===== src/rtl/painterengine_gpu_dma_burst_writer.sv =====
// painterengine_gpu_dma_burst_writer
//   Streams beats from one of PARAM_CHANNELS source channels to memory as a
//   sequence of AXI4 INCR write bursts. Bursts are sized so they never exceed
//   PARAM_MAX_BURST beats and never cross a 4 KB boundary.
// Ports:
//   i_wire_clock / i_wire_reset    clock, asynchronous active-high reset
//   i_wire_start                   start pulse (honoured in IDLE/DONE/ERROR)
//   i_wire_router                  one-hot channel select
//   i_wire_address/_length         per-channel byte address / length in beats
//   i_wire_data/_data_valid        per-channel beat and its valid flag
//   o_wire_data_next               per-channel beat-consumed strobe
//   o_wire_busy/_done/_error/_error_type   status
//   aw*/w*/b*                      AXI4 write master channels
// Error types: 1 bad router, 2 misaligned address, 3 zero length,
//   4 AW timeout, 5 bad BRESP, 6 W timeout, 7 B timeout.
module painterengine_gpu_dma_burst_writer #(
  parameter int PARAM_CHANNELS   = 4,
  parameter int PARAM_DATA_WIDTH = 32,
  parameter int PARAM_MAX_BURST  = 256,
  parameter int PARAM_TIMEOUT    = 256
) (
  input  logic                                     i_wire_clock,
  input  logic                                     i_wire_reset,
  input  logic                                     i_wire_start,
  input  logic [PARAM_CHANNELS-1:0]                i_wire_router,
  input  logic [32*PARAM_CHANNELS-1:0]             i_wire_address,
  input  logic [32*PARAM_CHANNELS-1:0]             i_wire_length,
  input  logic [PARAM_DATA_WIDTH*PARAM_CHANNELS-1:0] i_wire_data,
  input  logic [PARAM_CHANNELS-1:0]                i_wire_data_valid,
  output logic [PARAM_CHANNELS-1:0]                o_wire_data_next,
  output logic                                     o_wire_busy,
  output logic                                     o_wire_done,
  output logic                                     o_wire_error,
  output logic [2:0]                               o_wire_error_type,
  output logic                                     awid,
  output logic [31:0]                              awaddr,
  output logic [7:0]                               awlen,
  output logic [2:0]                               awsize,
  output logic [1:0]                               awburst,
  output logic                                     awlock,
  output logic [3:0]                               awcache,
  output logic [2:0]                               awprot,
  output logic [3:0]                               awqos,
  output logic                                     awvalid,
  input  logic                                     awready,
  output logic [PARAM_DATA_WIDTH-1:0]              wdata,
  output logic [PARAM_DATA_WIDTH/8-1:0]            wstrb,
  output logic                                     wlast,
  output logic                                     wvalid,
  input  logic                                     wready,
  input  logic                                     bid,
  input  logic [1:0]                               bresp,
  input  logic                                     bvalid,
  output logic                                     bready
);

  localparam int SIZE_LOG = $clog2(PARAM_DATA_WIDTH / 8);
  localparam int SEL_W    = (PARAM_CHANNELS > 1) ? $clog2(PARAM_CHANNELS) : 1;

  typedef enum logic [2:0] {IDLE, CHECK, CALC, ADDR, DATA, RESP, DONE, ERROR} state_t;

  state_t                    state_reg, state_next;
  logic [PARAM_CHANNELS-1:0] router_reg, router_next;
  logic [31:0]               address_reg, address_next;
  logic [31:0]               length_reg, length_next;
  logic [31:0]               offset_reg, offset_next;
  logic [8:0]                burst_reg, burst_next;
  logic [8:0]                beat_reg, beat_next;
  logic [31:0]               stall_reg, stall_next;
  logic [2:0]                error_type_reg, error_type_next;
  logic [31:0]               awaddr_reg, awaddr_next;
  logic [7:0]                awlen_reg, awlen_next;

  logic [SEL_W-1:0]          start_sel, sel;
  logic                      router_onehot, w_hs, timed_out;
  logic [31:0]               remaining, cur_addr, to_4k, burst32;

  // BID is always 0 (single ID); BRESP[0] only separates OKAY from EXOKAY.
  logic unused_ok;
  assign unused_ok = &{1'b0, bid, bresp[0]};

  // Index of the set router bit, for the incoming request and the latched one.
  always_comb begin
    start_sel = '0;
    sel       = '0;
    for (int i = 0; i < PARAM_CHANNELS; i++) begin
      if (i_wire_router[i]) start_sel = SEL_W'(i);
      if (router_reg[i])    sel       = SEL_W'(i);
    end
  end

  assign router_onehot = (router_reg != '0) && ((router_reg & (router_reg - 1'b1)) == '0);

  // Constant AXI attributes
  assign awid    = 1'b0;
  assign awsize  = 3'(SIZE_LOG);
  assign awburst = 2'b01;
  assign awlock  = 1'b0;
  assign awcache = 4'b0010;
  assign awprot  = 3'b000;
  assign awqos   = 4'b0000;
  assign wstrb   = '1;

  assign awaddr  = awaddr_reg;
  assign awlen   = awlen_reg;
  assign awvalid = (state_reg == ADDR);
  assign bready  = (state_reg == RESP);
  assign wdata   = i_wire_data[sel*PARAM_DATA_WIDTH +: PARAM_DATA_WIDTH];
  assign wvalid  = (state_reg == DATA) && i_wire_data_valid[sel];
  assign wlast   = (state_reg == DATA) && (beat_reg == burst_reg - 9'd1);
  assign w_hs    = wvalid && wready;
  // router_reg is one-hot whenever DATA is reachable, so it doubles as the strobe mask.
  assign o_wire_data_next = w_hs ? router_reg : '0;

  assign o_wire_busy       = !((state_reg == IDLE) || (state_reg == DONE) || (state_reg == ERROR));
  assign o_wire_done       = (state_reg == DONE);
  assign o_wire_error      = (state_reg == ERROR);
  assign o_wire_error_type = error_type_reg;

  assign timed_out = (stall_reg >= 32'(PARAM_TIMEOUT - 1));

  // Burst sizing: smallest of the configured maximum, what is left, and the
  // beats that fit before the next 4 KB page.
  always_comb begin
    remaining = length_reg - offset_reg;
    cur_addr  = address_reg + (offset_reg << SIZE_LOG);
    to_4k     = (32'h1000 - {20'd0, cur_addr[11:0]}) >> SIZE_LOG;
    burst32   = 32'(PARAM_MAX_BURST);
    if (remaining < burst32) burst32 = remaining;
    if (to_4k < burst32)     burst32 = to_4k;
  end

  always_comb begin
    state_next      = state_reg;
    router_next     = router_reg;
    address_next    = address_reg;
    length_next     = length_reg;
    offset_next     = offset_reg;
    burst_next      = burst_reg;
    beat_next       = beat_reg;
    stall_next      = '0;
    error_type_next = error_type_reg;
    awaddr_next     = awaddr_reg;
    awlen_next      = awlen_reg;
    case (state_reg)
      IDLE, DONE, ERROR: begin
        if (i_wire_start) begin
          router_next     = i_wire_router;
          address_next    = i_wire_address[start_sel*32 +: 32];
          length_next     = i_wire_length[start_sel*32 +: 32];
          offset_next     = '0;
          error_type_next = 3'd0;
          state_next      = CHECK;
        end
      end
      CHECK: begin
        if (!router_onehot) begin
          error_type_next = 3'd1;
          state_next      = ERROR;
        end else if (address_reg[SIZE_LOG-1:0] != '0) begin
          error_type_next = 3'd2;
          state_next      = ERROR;
        end else if (length_reg == '0) begin
          error_type_next = 3'd3;
          state_next      = ERROR;
        end else begin
          state_next = CALC;
        end
      end
      CALC: begin
        burst_next  = 9'(burst32);
        awaddr_next = cur_addr;
        awlen_next  = 8'(burst32 - 32'd1);
        state_next  = ADDR;
      end
      ADDR: begin
        if (awready) begin
          beat_next  = '0;
          state_next = DATA;
        end else if (timed_out) begin
          error_type_next = 3'd4;
          state_next      = ERROR;
        end else begin
          stall_next = stall_reg + 32'd1;
        end
      end
      DATA: begin
        if (w_hs) begin
          if (wlast) begin
            offset_next = offset_reg + {23'd0, burst_reg};
            state_next  = RESP;
          end else begin
            beat_next = beat_reg + 9'd1;
          end
        end else if (timed_out) begin
          error_type_next = 3'd6;
          state_next      = ERROR;
        end else begin
          stall_next = stall_reg + 32'd1;
        end
      end
      RESP: begin
        if (bvalid) begin
          if (bresp[1]) begin
            error_type_next = 3'd5;
            state_next      = ERROR;
          end else if (offset_reg >= length_reg) begin
            state_next = DONE;
          end else begin
            state_next = CALC;
          end
        end else if (timed_out) begin
          error_type_next = 3'd7;
          state_next      = ERROR;
        end else begin
          stall_next = stall_reg + 32'd1;
        end
      end
      default: state_next = IDLE;
    endcase
  end

  always_ff @(posedge i_wire_clock or posedge i_wire_reset) begin
    if (i_wire_reset) begin
      state_reg      <= IDLE;
      router_reg     <= '0;
      address_reg    <= '0;
      length_reg     <= '0;
      offset_reg     <= '0;
      burst_reg      <= '0;
      beat_reg       <= '0;
      stall_reg      <= '0;
      error_type_reg <= '0;
      awaddr_reg     <= '0;
      awlen_reg      <= '0;
    end else begin
      state_reg      <= state_next;
      router_reg     <= router_next;
      address_reg    <= address_next;
      length_reg     <= length_next;
      offset_reg     <= offset_next;
      burst_reg      <= burst_next;
      beat_reg       <= beat_next;
      stall_reg      <= stall_next;
      error_type_reg <= error_type_next;
      awaddr_reg     <= awaddr_next;
      awlen_reg      <= awlen_next;
    end
  end

endmodule


===== config.mk =====
export PLATFORM = sky130hd
export DESIGN_NAME = painterengine_gpu_dma_burst_writer
export DESIGN_NICKNAME = d
export VERILOG_FILES = /design/src/rtl/painterengine_gpu_dma_burst_writer.sv
export SDC_FILE = /design/constraint.sdc
export NUM_CORES = 1
export LEC_CHECK = 0
export BUFFER_PORTS_ARGS = -buffer_cell sky130_fd_sc_hd__buf_2
export CAP_MARGIN = 5
export CORE_ASPECT_RATIO = 0.6
export CORE_MARGIN = 5
export CORE_UTILIZATION = 30
export DETAILED_ROUTE_END_ITERATION = 8
export PLACE_DENSITY = 0.51
export SLEW_MARGIN = 0
export SYNTH_ARGS = -nofsm -noshare
export SYNTH_HDL_FRONTEND = slang
export SYNTH_SLANG_ARGS = --single-unit

===== constraint.sdc =====
create_clock -name i_wire_clock -period 8.5 [get_ports i_wire_clock]
set_input_delay 0.425 -clock i_wire_clock [delete_from_list [all_inputs] [get_ports i_wire_clock]]
set_output_delay 0.425 -clock i_wire_clock [all_outputs]
set_load 0.1 [all_outputs]

-- Word level (Yosys, flattened, before mapping)
Cells that the tools add are included.
- register bits: 196
- input bits: 401
- output and inout bits: 108
- word-level logic and storage cells: 119
- add/subtract/negate cells: 9
- order comparisons: 5
- equal/unequal tests: 21
- shift-type cells: 3
- muxes and demuxes: 48
- bitwise operators: 1
- reductions and logical operators: 21
- operators by type and width (cell ; count):
    $shiftx A128 B8 Y32 ; 3
    $mux W32 ; 8
    $pmux W32 S3 ; 1
    $mux W3 ; 22
    $pmux W32 S2 ; 1
    $mux W9 ; 4
    $add A32 B1 Y32 const B ; 1
    $add A32 B32 Y32 ; 1
    $add A32 B9 Y32 ; 1
    $ge A32 B32 Y1 ; 1
    $ge A32 B8 Y1 const B ; 1
    $logic_not A32 Y1 ; 1
    $lt A30 B32 Y1 ; 1
    $lt A32 B9 Y1 const B ; 1
    $sub A32 B32 Y32 ; 1
    $pmux W3 S6 ; 1
    $pmux W9 S2 ; 1
    $pmux W3 S5 ; 1
    $ne A2 B2 Y1 const B ; 7
    $sub A13 B12 Y14 const A ; 1
    $eq A3 B3 Y1 const B ; 4
    $add A9 B1 Y9 const B ; 1
    $eq A9 B9 Y1 ; 1
    $reduce_and A9 Y1 ; 1
    26 further kinds ; 42

-- Longest topological paths before layout
- depth after elaboration: 9
- mapped depth: 29
- gate-level depth less buffers: 28

-- Least setup slack after synthesis
Ideal clock, no wire load.
- kind: register -> register
- from: reg length_reg[0]
- to: reg awlen_reg[6], in the netlist awlen[6]
- setup time: 76 ps
- arrival time: 6234 ps
- required time: 8424 ps
- path slack: 2190 ps
- stages on the path, launching flop included: 30
- buffers on the path: 2
- period minus slack after synthesis: 6310 ps
- cell sequence: dfrtp_1 > inv_1 > ha_1 > inv_1 > fa_1 > a21o_1 > a221oi_4 > a2111oi_1 > or4_1 > a22oi_1 > nand4_1 > or4_4 > nor3_2 > buf_2 > nand2_1 > ha_1 > a211o_1 > or3_1 > a211o_1 > or3_4 > a21oi_4 > buf_6 > nor2_1 > a21oi_2 > ha_1 > nand2_1 > nor3_1 > mux2i_1 > xor2_1 > o21ai_1
- cells in the longest elaborated chain, start to end: 6
- RTL lines (item ; RTL line ; RTL):
    from (decl) ; 65 ; logic [31:0] length_reg, length_next;
    from (signal assigned) ; 240 ; length_reg <= length_next;
    $sub A32 B32 Y32 * ; 125 ; remaining = length_reg - offset_reg;
    $lt A32 B9 Y1 ; 129 ; if (remaining < burst32) burst32 = remaining;
    $mux W32 * ; 129 ;
    $lt A30 B32 Y1 ; 130 ; if (to_4k < burst32) burst32 = to_4k;
    $mux W9 * ; 130 ;
    $sub A8 B1 Y8 * ; 173 ; awlen_next = 8'(burst32 - 32'd1);
    to (signal assigned) ; 247 ; awlen_reg <= awlen_next;
    to (decl) ; 72 ; logic [7:0] awlen_reg, awlen_next;
Every way passes the cells marked *; elsewhere a longest branch is shown, timed or not.
A chain may end at the register's enable or synchronous reset.

-- Worst setup path in the final report
- from: reg offset_reg[9]
- to: reg awlen_reg[6], in the netlist awlen[6]
- cells in the longest elaborated chain, start to end: 6
- elaborated cells between the ends (all ways): 8
- those cells by class: 4 x add/sub; 2 x order compare; 2 x mux
- RTL lines (item ; RTL line ; RTL):
    from (decl) ; 66 ; logic [31:0] offset_reg, offset_next;
    from (signal assigned) ; 241 ; offset_reg <= offset_next;
    $sub A32 B32 Y32 ; 125 ;
    $lt A32 B9 Y1 ; 129 ;
    $mux W32 ; 129 ;
    $lt A30 B32 Y1 ; 130 ;
    $mux W9 * ; 130 ;
    $sub A8 B1 Y8 * ; 173 ;
Marked as above.

==> impl_metrics.yaml <==
clock_tree:
  cts-root-buf: "clkbuf_16"
  cts_tree: "yes"
  cts_buffers: 17
  cts_sinks: 196
  insertion_delay_ns: 0.48
  cts_max_path_buffers: 2
  ctsHoldBuffers: 0
  cts_resized: 0
  postCtsSetupRepairBufs: 0
  clk_pin_slew_ns: 0.09
  ctsHtreeMaxLevel: 4
layout:
  fillCellCount: 5584
  post-route-util: 0.371
  final_area_mm2: 0.0194
  final_cell_mix: "481 x buf_2, 282 x nor2_1, 257 x nand2_1"
  final_common_cell: "buf_2"
  drive_above_1_share: 0.228
  area_growth_pct: 23.1
  stdcell_count: 3190
  register_area_mm2: 0.00491
  nNetsFinal: 2961
  multi_input_area_mm2: 0.0102
logic_synthesis:
  avgSynthCellArea_um2: 7.67
  synthArstFlopShare: 1.00
  synth_top_cell_area_share: 0.312
  synth_cells: 2051
  synth_top_cell_by_area: "dfrtp_1"
  synth_edf_count: 0
  synth_cell_type_count: 77
  synthTopCellsByArea: "dfrtp_1 31%, a21oi_1 7.8%, nor2_1 6.7%"
  yosys_warnings: 0
  synth_ff_type: "dfrtp_1"
  ys_seq_area_frac: 0.312
  syn_area_mm2: 0.0157
  synth-seq-cells: 196
job:
  drv_cap: 0
global_routing:
  antenna_found_initial: 2
  grt.overflow.total: 0
  grt_pass1_vias: 15500
  grt_max_degree: 140
  grtUsageTotal: 0.202
  grt_pass1_wl_mm: 91.5
sta:
  slew_viol_final: 0
  tightest_slew_ns: 1.05
  setup_violations: 0
  setup_tns_ns: 0
  hold_slack_ns: 0.152
  hold_violations: 0
  rsz0062_at_grt: "no"
  setup_ws_ns: 0.706
  timing.slew.headroom: 0.298
  final_period_minus_worst_setup_slack_ns: 7.79
  period_share: 0.917
  fin_skew_ns: 0.0208
  clock.fmax_mhz: 128
drt:
  ant_nets: 0
  dr.pass1.iters: 6
  drt-wirelength-per-cell_um: 18.9
  via_per_inst: 5.08
  drcViolationCount: 0
  drt-initial-drc-count: 1211
  vias: 16200
  finalWirelength_mm: 60.2
power:
  ir_drop_mv: 0.268
  p_leak_nw: 9.37
  power_mw: 8.33
  power_density_mw_per_mm2: 430
placed_design:
  placed_cells: 3157
  place_area_mm2: 0.0187
  portBuffers: 484
  dp_hpwl_mm: 49.4
  pre_cts_ws_ns: 0.886
  place.gp.congestion: 0.918
floorplan:
  dieArea_mm2: 0.0573
  coreArea_mm2: 0.0522
  initial_core_util: 0.301
  rows: 65
  die_y_um: 187
  ioPinCount: 509
  die_x_um: 306
setup_path:
  crit_type: "reg2reg"
  start_kind: "flop"
  cp.required_ns: 8.84
  worstPathMaxFanout: 24
  cp_data_arrival_time_ns: 8.13
  endpoint_kind: "flop"
hold_path:
  worstHoldPathType: "in2reg"
run_status:
  outcome: "finished, final reports clean"
==> worst max-delay path, stage by stage, from the launching register on <==
cell       delay (ns)
dfrtp_1          0.44
inv_1            0.11
ha_1             0.43
a21oi_1          0.50
o21ba_2          0.30
nor3_1           0.07
nor3_1           0.56
mux2_2           0.42
a211oi_1         0.20
o2111ai_1        0.55
nor3_2           0.69
nand2_1          0.20
ha_1             0.34
a21o_1           0.16
a21o_1           0.17
a2111oi_0        0.68
nor2_1           0.17
a21oi_4          0.14
buf_4            0.28
nor2_1           0.11
a21oi_2          0.16
ha_1             0.32
nand2_1          0.14
nor3_1           0.15
mux2i_1          0.11
xor2_1           0.17
o21ai_1          0.07
==> path summary, 6_finish.rpt <==
kind                                                   to                       from  slack (ns)  cells past startpoint
max in group asynchronous       offset_reg[4]$_DFFE_PP0P_               i_wire_reset        6.91                      3
worst max register to register       awlen[6]$_DFFE_PP0P_  offset_reg[9]$_DFFE_PP0P_        0.71                     26
worst min-delay path            router_reg[0]$_DFFE_PP0P_           i_wire_router[0]        0.15                      3
min in group asynchronous           awaddr[3]$_DFFE_PP0P_               i_wire_reset        0.18                      2
worst max-delay path                 awlen[6]$_DFFE_PP0P_  offset_reg[9]$_DFFE_PP0P_        0.71                     26
worst min register to register      awaddr[5]$_DFFE_PP0P_      awaddr[5]$_DFFE_PP0P_        0.48                      2
==> kinds of logic after synthesis <==
family / synth area share
compound gates: 0.223
simple gates: 0.209
other cells: 0.000477
buf+inv: 0.0550
fa+ha+maj: 0.0706
mux: 0.0725
xor+xnor: 0.0576
flops: 0.312
==> metal layers <==
| metal | GRT usage | vias up | routed length (µm) |
|---|---|---|---|
| li1 | - | 8007 | - |
| met1 | 0.307 | 7680 | 29900 |
| met2 | 0.293 | 478 | 25400 |
| met3 | 0.0532 | 30 | 4570 |
| met4 | 0.0237 | 0 | 320 |
| met5 | 0 | - | 0 |
==> power breakdown <==
part           total (mW)  internal, mW  switching (mW)
clock network       0.900         0.419           0.481
logic                5.90          1.66            4.23
registers            1.54          1.22           0.315
total                8.33          3.30            5.03
==> layout make-up <==
cell class / instances / area share
multi-input combinational: 1696 / 0.524
sequential: 196 / 0.253
timing repair buffer: 498 / 0.131
tap: 703 / 0.0454
clock buffer: 17 / 0.0220
inverter: 64 / 0.0128
clock inverter: 15 / 0.0116
antenna: 1 / 0.000129
==> synth_stat cells, types with 27 or more instances <==
cell,instances
nor2_1,282
nand2_1,258
a21oi_1,246
dfrtp_1,196
o21ai_0,185
mux2i_1,105
clkbuf_1,102
ha_1,84
inv_1,63
xnor2_1,57
xor2_1,44
nor3_1,32
nand3_1,30
nand4_1,28
a21o_1,27
No activity file was read; power rests on OpenSTA's default activity.
